$ cat src/rtl/seq_mult_pkg.sv
// seq_mult_pkg: shared definitions for the sequential shift-add multiplier.
//   state_t        controller states (IDLE, CALC, DONE), 2-bit encoding
//   DEFAULT_WIDTH  default operand width
//   cnt_width()    width of the iteration counter for a given operand width
package seq_mult_pkg;

  localparam int DEFAULT_WIDTH = 8;

  typedef enum logic [1:0] {
    IDLE = 2'd0,
    CALC = 2'd1,
    DONE = 2'd2
  } state_t;

  // The counter must be able to hold 0..WIDTH.
  function automatic int cnt_width(input int width);
    return $clog2(width + 1);
  endfunction

endpackage

$ cat src/rtl/seq_mult_ctrl_rca_row.sv
// rca_row: WIDTH-bit ripple-carry adder row with carry-in.
// Each bit is a full adder formed from two half-adder stages.
// Ports:
//   a, b  in  WIDTH  addends
//   cin   in  1      carry into bit 0
//   sum   out WIDTH  sum bits
//   cout  out 1      carry out of the top bit
module rca_row #(
  parameter int WIDTH = 8
) (
  input  logic [WIDTH-1:0] a,
  input  logic [WIDTH-1:0] b,
  input  logic             cin,
  output logic [WIDTH-1:0] sum,
  output logic             cout
);

  logic [WIDTH:0] carry;

  assign carry[0] = cin;

  for (genvar gi = 0; gi < WIDTH; gi++) begin : g_bit
    logic ha1_s;
    logic ha1_c;
    logic ha2_c;

    // First half adder: a + b.
    assign ha1_s = a[gi] ^ b[gi];
    assign ha1_c = a[gi] & b[gi];
    // Second half adder: partial sum + incoming carry.
    assign sum[gi]      = ha1_s ^ carry[gi];
    assign ha2_c        = ha1_s & carry[gi];
    assign carry[gi+1]  = ha1_c | ha2_c;
  end

  assign cout = carry[WIDTH];

endmodule

$ cat src/rtl/seq_mult_ctrl.sv
// seq_mult_ctrl: sequential shift-add multiplier. One WIDTH-bit adder row is
// reused for WIDTH cycles to form a 2*WIDTH-bit product.
// Build option: define SEQ_MULT_SIGNED_EN for two's-complement operands and
// product; otherwise the block multiplies unsigned numbers.
// Ports:
//   clk    in  1        rising-edge clock
//   rst_n  in  1        synchronous active-low reset
//   start  in  1        request, sampled only while idle
//   a      in  WIDTH    multiplicand, captured on the accepting edge
//   b      in  WIDTH    multiplier, captured on the accepting edge
//   busy   out 1        high whenever the block is not idle
//   done   out 1        one-cycle pulse, p holds the new product
//   p      out 2*WIDTH  product, held until the next done
module seq_mult_ctrl
  import seq_mult_pkg::*;
#(
  parameter int WIDTH = DEFAULT_WIDTH
) (
  input  logic               clk,
  input  logic               rst_n,
  input  logic               start,
  input  logic [WIDTH-1:0]   a,
  input  logic [WIDTH-1:0]   b,
  output logic               busy,
  output logic               done,
  output logic [2*WIDTH-1:0] p
);

  localparam int CW = cnt_width(WIDTH);
  localparam logic [CW-1:0] LAST_CNT = CW'(WIDTH - 1);
  localparam logic [CW-1:0] CNT_ONE  = CW'(1);

  state_t state_reg;
  state_t state_next;

  logic [WIDTH-1:0]   mcand_reg;
  logic [WIDTH-1:0]   mplier_reg;
  logic [WIDTH-1:0]   acc_reg;
  logic [CW-1:0]      cnt_reg;
  logic [2*WIDTH-1:0] p_reg;

  logic               last_iter;
  logic [WIDTH-1:0]   addend;
  logic               add_cin;
  logic [WIDTH-1:0]   row_sum;
  logic               row_cout;
  logic               sum_top;
  logic [2*WIDTH-1:0] shifted;

  assign last_iter = (cnt_reg == LAST_CNT);

  // Operand mux in front of the adder row.
`ifdef SEQ_MULT_SIGNED_EN
  logic sub_iter;
  // The multiplier's top bit carries negative weight, so the final partial
  // product is subtracted: acc + ~mcand + 1.
  assign sub_iter = last_iter & mplier_reg[0];
  always_comb begin
    addend = '0;
    if (mplier_reg[0]) begin
      addend = sub_iter ? ~mcand_reg : mcand_reg;
    end
  end
  assign add_cin = sub_iter;
  // Bit WIDTH of the sign-extended sum, not the raw carry out.
  assign sum_top = acc_reg[WIDTH-1] ^ addend[WIDTH-1] ^ row_cout;
`else
  assign addend  = mplier_reg[0] ? mcand_reg : '0;
  assign add_cin = 1'b0;
  assign sum_top = row_cout;
`endif

  rca_row #(
    .WIDTH(WIDTH)
  ) u_row (
    .a    (acc_reg),
    .b    (addend),
    .cin  (add_cin),
    .sum  (row_sum),
    .cout (row_cout)
  );

  // {top, sum, mplier} shifted right by one as a single word. The bit that
  // would shift into the carry position is always zero, so no flop is kept
  // for it and the consumed mplier[0] simply drops off the bottom.
  assign shifted = {sum_top, row_sum, mplier_reg[WIDTH-1:1]};

  // State register.
  always_ff @(posedge clk) begin
    if (!rst_n) begin
      state_reg <= IDLE;
    end else begin
      state_reg <= state_next;
    end
  end

  // Next state and handshake outputs.
  always_comb begin
    state_next = state_reg;
    busy       = 1'b1;
    done       = 1'b0;
    unique case (state_reg)
      IDLE: begin
        busy = 1'b0;
        if (start) begin
          state_next = CALC;
        end
      end
      CALC: begin
        if (last_iter) begin
          state_next = DONE;
        end
      end
      DONE: begin
        done       = 1'b1;
        state_next = IDLE;
      end
      default: begin
        state_next = IDLE;
      end
    endcase
  end

  // Datapath registers.
  always_ff @(posedge clk) begin
    if (!rst_n) begin
      mcand_reg  <= '0;
      mplier_reg <= '0;
      acc_reg    <= '0;
      cnt_reg    <= '0;
      p_reg      <= '0;
    end else begin
      unique case (state_reg)
        IDLE: begin
          if (start) begin
            mcand_reg  <= a;
            mplier_reg <= b;
            acc_reg    <= '0;
            cnt_reg    <= '0;
          end
        end
        CALC: begin
          {acc_reg, mplier_reg} <= shifted;
          cnt_reg               <= cnt_reg + CNT_ONE;
          if (last_iter) begin
            p_reg <= shifted;
          end
        end
        default: begin
        end
      endcase
    end
  end

  assign p = p_reg;

endmodule
$ cat config.mk
export PLATFORM = sky130hd
export DESIGN_NAME = seq_mult_ctrl
export DESIGN_NICKNAME = d
export VERILOG_FILES = /design/src/rtl/seq_mult_pkg.sv /design/src/rtl/seq_mult_ctrl_rca_row.sv /design/src/rtl/seq_mult_ctrl.sv
export SDC_FILE = /design/constraint.sdc
export NUM_CORES = 1
export LEC_CHECK = 0
export BUFFER_PORTS_ARGS = -buffer_cell sky130_fd_sc_hd__buf_2
export CORE_UTILIZATION = 31
export DETAILED_ROUTE_END_ITERATION = 12
export SYNTH_ARGS = -nofsm -noshare
export SYNTH_HDL_FRONTEND = slang
export SYNTH_SLANG_ARGS = --single-unit
export TNS_END_PERCENT = 1
$ cat constraint.sdc
create_clock -name clk -period 5.1 [get_ports clk]
set_input_delay 0.765 -clock clk [delete_from_list [all_inputs] [get_ports clk]]
set_output_delay 0.765 -clock clk [all_outputs]
set_load 0.03 [all_outputs]
### Word level (Yosys, flattened, before mapping)

Index checks and enable logic that the tools add are counted.

| word-level totals | value |
|---|---|
| bits in registers | 46 |
| logic and storage cells | 67 |
| memory bits (writable) | 0 |
| memories kept | 0 |
| bits in read-only memories | 0 |
| bits in latches | 0 |
| output and inout port bits | 18 |

| cells by class | value |
|---|---|
| equal/unequal tests | 5 |
| add/sub/neg operators | 1 |
| bitwise logic cells | 37 |
| reduce and logical (&&, ||, !) cells | 6 |
| $lt $le $gt $ge | 0 |
| muxes and demuxes | 12 |
| shift-type cells | 0 |
| multipliers | 0 |
| divide/modulo/power cells | 0 |

Operators with widths:

| kind | number |
|---|---|
| $pmux W8 S2 | 2 |
| $mux W8 | 3 |
| $and A1 B1 Y1 | 15 |
| $xor A1 B1 Y1 | 15 |
| $pmux W4 S2 | 1 |
| $reduce_and A2 Y1 | 4 |
| $or A1 B1 Y1 | 7 |
| $add A4 B1 Y4 const B | 1 |
| $eq A4 B3 Y1 const B | 1 |
| $mux W2 | 2 |
| $mux W4 | 1 |
| $ne A2 B2 Y1 const B | 2 |
| $pmux W2 S2 | 1 |
| $eq A2 B1 Y1 const B | 1 |
| $eq A2 B2 Y1 const B | 1 |
| $logic_not A2 Y1 | 1 |
| $mux W1 | 2 |
| $reduce_bool A2 Y1 | 1 |

### Logic depth before layout (Yosys ltp)

| logic depth | value |
|---|---|
| depth in word-level cells | 17 |
| depth in mapped cells | 15 |
| mapped depth without buffers | 14 |

### By module

A second synthesis with hierarchy kept.

| second synthesis, totals | value |
|---|---|
| cells, all modules | 192 |
| area total of the unflattened synthesis | 1996.9 um2 |

Modules (own cells, without submodules):

| module | area each (um2) | times used | cells an instance |
|---|---|---|---|
| seq_mult_ctrl | 1799.2 | 1 | 174 |
| rca_row | 197.7 | 1 | 18 |

### Worst setup path before layout

Ideal clock, no wire load.

| timing path | value |
|---|---|
| kind | register to register |
| start | reg mplier_reg[0] |
| end | reg acc_reg[6] |
| path buffers | 1 |
| data required time | 4.985 ns |
| arrival | 3.632 ns |
| cell stages (with the launch flop) | 16 |
| path slack | 1.353 ns |
| library setup time | 0.115 ns |
| cells stage by stage | dfxtp_1 clkbuf_1 and2_1 ha_1 inv_1 fa_1 fa_1 fa_1 fa_1 fa_1 inv_1 fa_1 inv_1 fa_1 nor2_1 o21a_1 |

| on the way | value |
|---|---|
| longest elaborated chain between the ends | 16 |
| elaborated cells on any way between the ends | 29 |
| classes of those cells | 2 x mux; 27 x bitwise |

Ends and longest elaborated chain:

| element | line | source |
|---|---|---|
| from (decl) | seq_mult_ctrl.sv:37 | `logic [WIDTH-1:0] mplier_reg;` |
| from (signal assigned) | seq_mult_ctrl.sv:143 | `{acc_reg, mplier_reg} <= shifted;` |
| $mux W8 (*) | seq_mult_ctrl.sv:68 | `assign addend = mplier_reg[0] ? mcand_reg : '0;` |
| $xor A1 B1 Y1 or $and A1 B1 Y1 (tied branches) | seq_mult_ctrl_rca_row.sv:28, seq_mult_ctrl_rca_row.sv:29 |  |
| $and A1 B1 Y1 | seq_mult_ctrl_rca_row.sv:32 | `assign ha2_c = ha1_s & carry[gi];` |
| $or A1 B1 Y1 | seq_mult_ctrl_rca_row.sv:33 | `assign carry[gi+1] = ha1_c \| ha2_c;` |
| $and A1 B1 Y1 | seq_mult_ctrl_rca_row.sv:32 |  |
| $or A1 B1 Y1 | seq_mult_ctrl_rca_row.sv:33 |  |
| $and A1 B1 Y1 | seq_mult_ctrl_rca_row.sv:32 |  |
| $or A1 B1 Y1 | seq_mult_ctrl_rca_row.sv:33 |  |
| $and A1 B1 Y1 | seq_mult_ctrl_rca_row.sv:32 |  |
| $or A1 B1 Y1 | seq_mult_ctrl_rca_row.sv:33 |  |
| $and A1 B1 Y1 | seq_mult_ctrl_rca_row.sv:32 |  |
| $or A1 B1 Y1 | seq_mult_ctrl_rca_row.sv:33 |  |
| $and A1 B1 Y1 | seq_mult_ctrl_rca_row.sv:32 |  |
| $or A1 B1 Y1 | seq_mult_ctrl_rca_row.sv:33 |  |
| $xor A1 B1 Y1 (*) | seq_mult_ctrl_rca_row.sv:31 | `assign sum[gi] = ha1_s ^ carry[gi];` |
| $pmux W8 S2 (*) | seq_mult_ctrl.sv:133 | `unique case (state_reg)` |
| to (signal assigned) | seq_mult_ctrl.sv:143 |  |
| to (decl) | seq_mult_ctrl.sv:38 | `logic [WIDTH-1:0] acc_reg;` |

Mark *: on every way between the ends. The rest lies on a longest branch, timed or not.
A chain may end at the register's enable or synchronous reset.

### Worst setup path in the final report

Same ends and word-level chain as after synthesis.

==> results.cfg <==
[place]
dp_hpwl_mm = 2.87
dp.cells = 301
io_buffers = 36
place.gp.congestion = 0.748

[yosys]
synthCells = 202
synth-xor-area-share_pct = 0
ys_seq_area_share_pct = 46.2
synth.most_common_cell = dfxtp_1
yosysTopAreaCell = dfxtp_1
synth-edff-count = 0
ys_warn_count = 0
ys_async_sr_fraction_pct = 0
syn_area_um2 = 1990
syn_nets = 230
synth_area_leaders = dfxtp_1, fa_1, o2bb2ai_1
ys_ff_latch = 46
synthSimpleGateAreaFrac_pct = 15.4
yosys.area.top_type_share_pct = 46.2
ys.flop_type = dfxtp_1
yosys-top-cells-count = dfxtp_1, nand2_1, o2bb2ai_1
synthAdderAreaFrac_pct = 8.29
synth.avg_cell_area_um2 = 9.87
synth_cell_type_count = 37
synth-compound-area-share_pct = 23.0
muxShareOfSynthArea_pct = 1.00
synth_top_family_by_area = compound AO/OA/AOI/OAI gates

[clock_network]
clock_latency_ns = 0.30
cts_num_sinks = 46
cts-root-buf = clkbuf_8
htreeDepth = 2
ctsHoldBuffers = 0
cts_resized = 0
clockBufferDepth = 2
tritoncts = yes
cts_buffers = 5
cts.reportedPaths.clkPinSlew_ns = 0.09
post_cts_buffers = 0

[detailed_routing]
num_vias = 1485
drt-initial-drc-count = 71
wl_mm = 4.21
postRouteAntennaNets = 0
drt_pre_antenna_iters = 4
wire_per_inst_um = 13.6
viasPerCell = 4.81
drcViolationCount = 0

[layout]
largest_reg_flops = 16
multi_input_area_um2 = 952
fillers = 644
stdcell_count = 309
nNetsFinal = 261
regArea_um2 = 921
antenna_cells = 0
drive_above_1_share_pct = 21.4
fin_util_pct = 38.0
area_growth_pct = 15.4

[min_path]
hold_class = reg -> reg
holdPathStages = 2

[sta]
rsz0062_at_grt = false
worst_pin_slew_ns = 0.784
fin_crit_sh_pct = 74.6
final-hold-violation-count = 0
slew_viol_final = 0
fmax_mhz = 263
setup_viol = 0
skew_ns = 0.00985
period_minus_slack_ns = 3.80
setup-tns-final_ns = 0
slew_headroom_pct = 47.6

[outcome]
status = complete, no violations

[die]
rows = 28
io_pins = 37
die_area_um2 = 6750
core_um2 = 6060
initial_core_util_pct = 32.9
die-width_um = 82.2
die_h_um = 82.2

[setup_path]
start_kind = flop
cp.required_ns = 5.29
path_class = reg -> reg
critPathMaxFanout = 9
cp.arrival_ns = 4.00
worstSetupEndpointType = flop
worst_r2r_path_depth = 14

[global_route]
grt_max_degree = 33
grt_pass1_vias = 1412
grtUsageTotal_pct = 14.3
grt_busiest_layer = met2
use_met3_pct = 3.30
antenna_found_initial = 0
overflow = 0
met1_usage_pct = 20.2
grt_pass1_wl_mm = 7.12
use_met2_pct = 20.8

[run]
cap_violations = 0

[pwr]
vdd_ir_drop_max_v = 0.000114
p_leak_nw = 0.913
powerDensity_nw_per_um2 = 308
path summary, 6_finish.rpt:
| check | start | end | slack (ns) |
|---|---|---|---|
| worst max-delay path | mplier_reg[0]$_SDFFE_PN0P_ | acc_reg[6]$_SDFFE_PN0P_ | 1.30 |
| worst min-delay path | mcand_reg[6]$_SDFFE_PN0P_ | mcand_reg[6]$_SDFFE_PN0P_ | 0.46 |
| worst max register to register | mplier_reg[0]$_SDFFE_PN0P_ | acc_reg[6]$_SDFFE_PN0P_ | 1.30 |
| worst min register to register | mcand_reg[6]$_SDFFE_PN0P_ | mcand_reg[6]$_SDFFE_PN0P_ | 0.46 |
report_power, final:
part | total, W | switching (W) | internal (W)
Clock | 0.000267 | 0.000123 | 0.000144
Sequential | 0.000383 | 0.0000116 | 0.000371
Combinational | 0.0000597 | 0.0000355 | 0.0000242
Total | 0.000710 | 0.000170 | 0.000540
final cells by class:
type / instances / share of cell area, %
multi-input combinational: 132 / 41.4
sequential: 46 / 40.0
timing repair buffer: 36 / 7.83
tap: 75 / 4.08
clock buffer: 5 / 2.99
inverter: 12 / 1.96
clock inverter: 3 / 1.74
critical path, cell delays in order (launching register included):
cell     delay, ns
dfxtp_1       0.46
and2_1        0.17
ha_1          0.13
inv_1         0.04
fa_1          0.37
fa_1          0.39
fa_1          0.39
fa_1          0.39
fa_1          0.36
inv_1         0.07
fa_1          0.15
inv_1         0.04
fa_1          0.50
nor2_1        0.05
o21a_1        0.19
logic make-up (layout without fill, tap and decap cells):
kind of cell	count (synthesis)	in the layout
flops	46	46
mux	2	2
compound gates	63	63
buf+inv	24	56
fa+ha+maj	9	9
simple gates	58	58
cells in the final DEF, fill, tap and decap left out:
cell type	netlist	layout
dfxtp_1	46	46
buf_2	3	36
nand2_1	25	25
o2bb2ai_1	12	12
o21ai_0	10	10
inv_1	9	9
a21boi_0	9	9
a22o_1	9	9
and2_1	8	8
nor2_1	8	8
a21oi_1	8	8
o22ai_1	7	7
fa_1	7	7
clkbuf_8	0	5
nand2b_1	3	3
nor2b_1	3	3
o21a_1	3	3
clkinv_1	2	2
mux2i_1	2	2
nor3_1	2	2
nand3_1	2	2
ha_1	2	2
clkinv_2	0	2
o21ba_2	1	1
o21bai_1	1	1
nor3b_1	1	1
a22oi_1	1	1
and3b_1	1	1
a21boi_4	1	1
nand3_4	1	1
inv_2	1	1
or3b_4	1	1
nor3b_4	1	1
a21boi_1	1	1
nand4_1	1	1
and3_1	1	1
bufinv_16	0	1
routing by layer:
metal / wire [µm] / up-vias
met4: 74 / 0
met1: 2130 / 691
met3: 149 / 5
li1: - / 764
met5: 0 / -
met2: 1850 / 25
stage by stage:
| step | hold WS, ns | total power, W | setup WS (ns) | instance area (µm²) |
|---|---|---|---|---|
| floorplan | 0.430 | 0.000434 | 1.35 | 1990 |
| global placement | 0.449 | 0.000450 | 1.35 | 2190 |
| detailed placement | 0.445 | 0.000451 | 1.32 | 2190 |
| CTS | 0.464 | 0.000717 | 1.30 | 2300 |
| global route | 0.481 | 0.000745 | 1.14 | 2300 |
| finish | 0.460 | 0.000710 | 1.30 | 2300 |
Power figures use the tool's default switching activity.
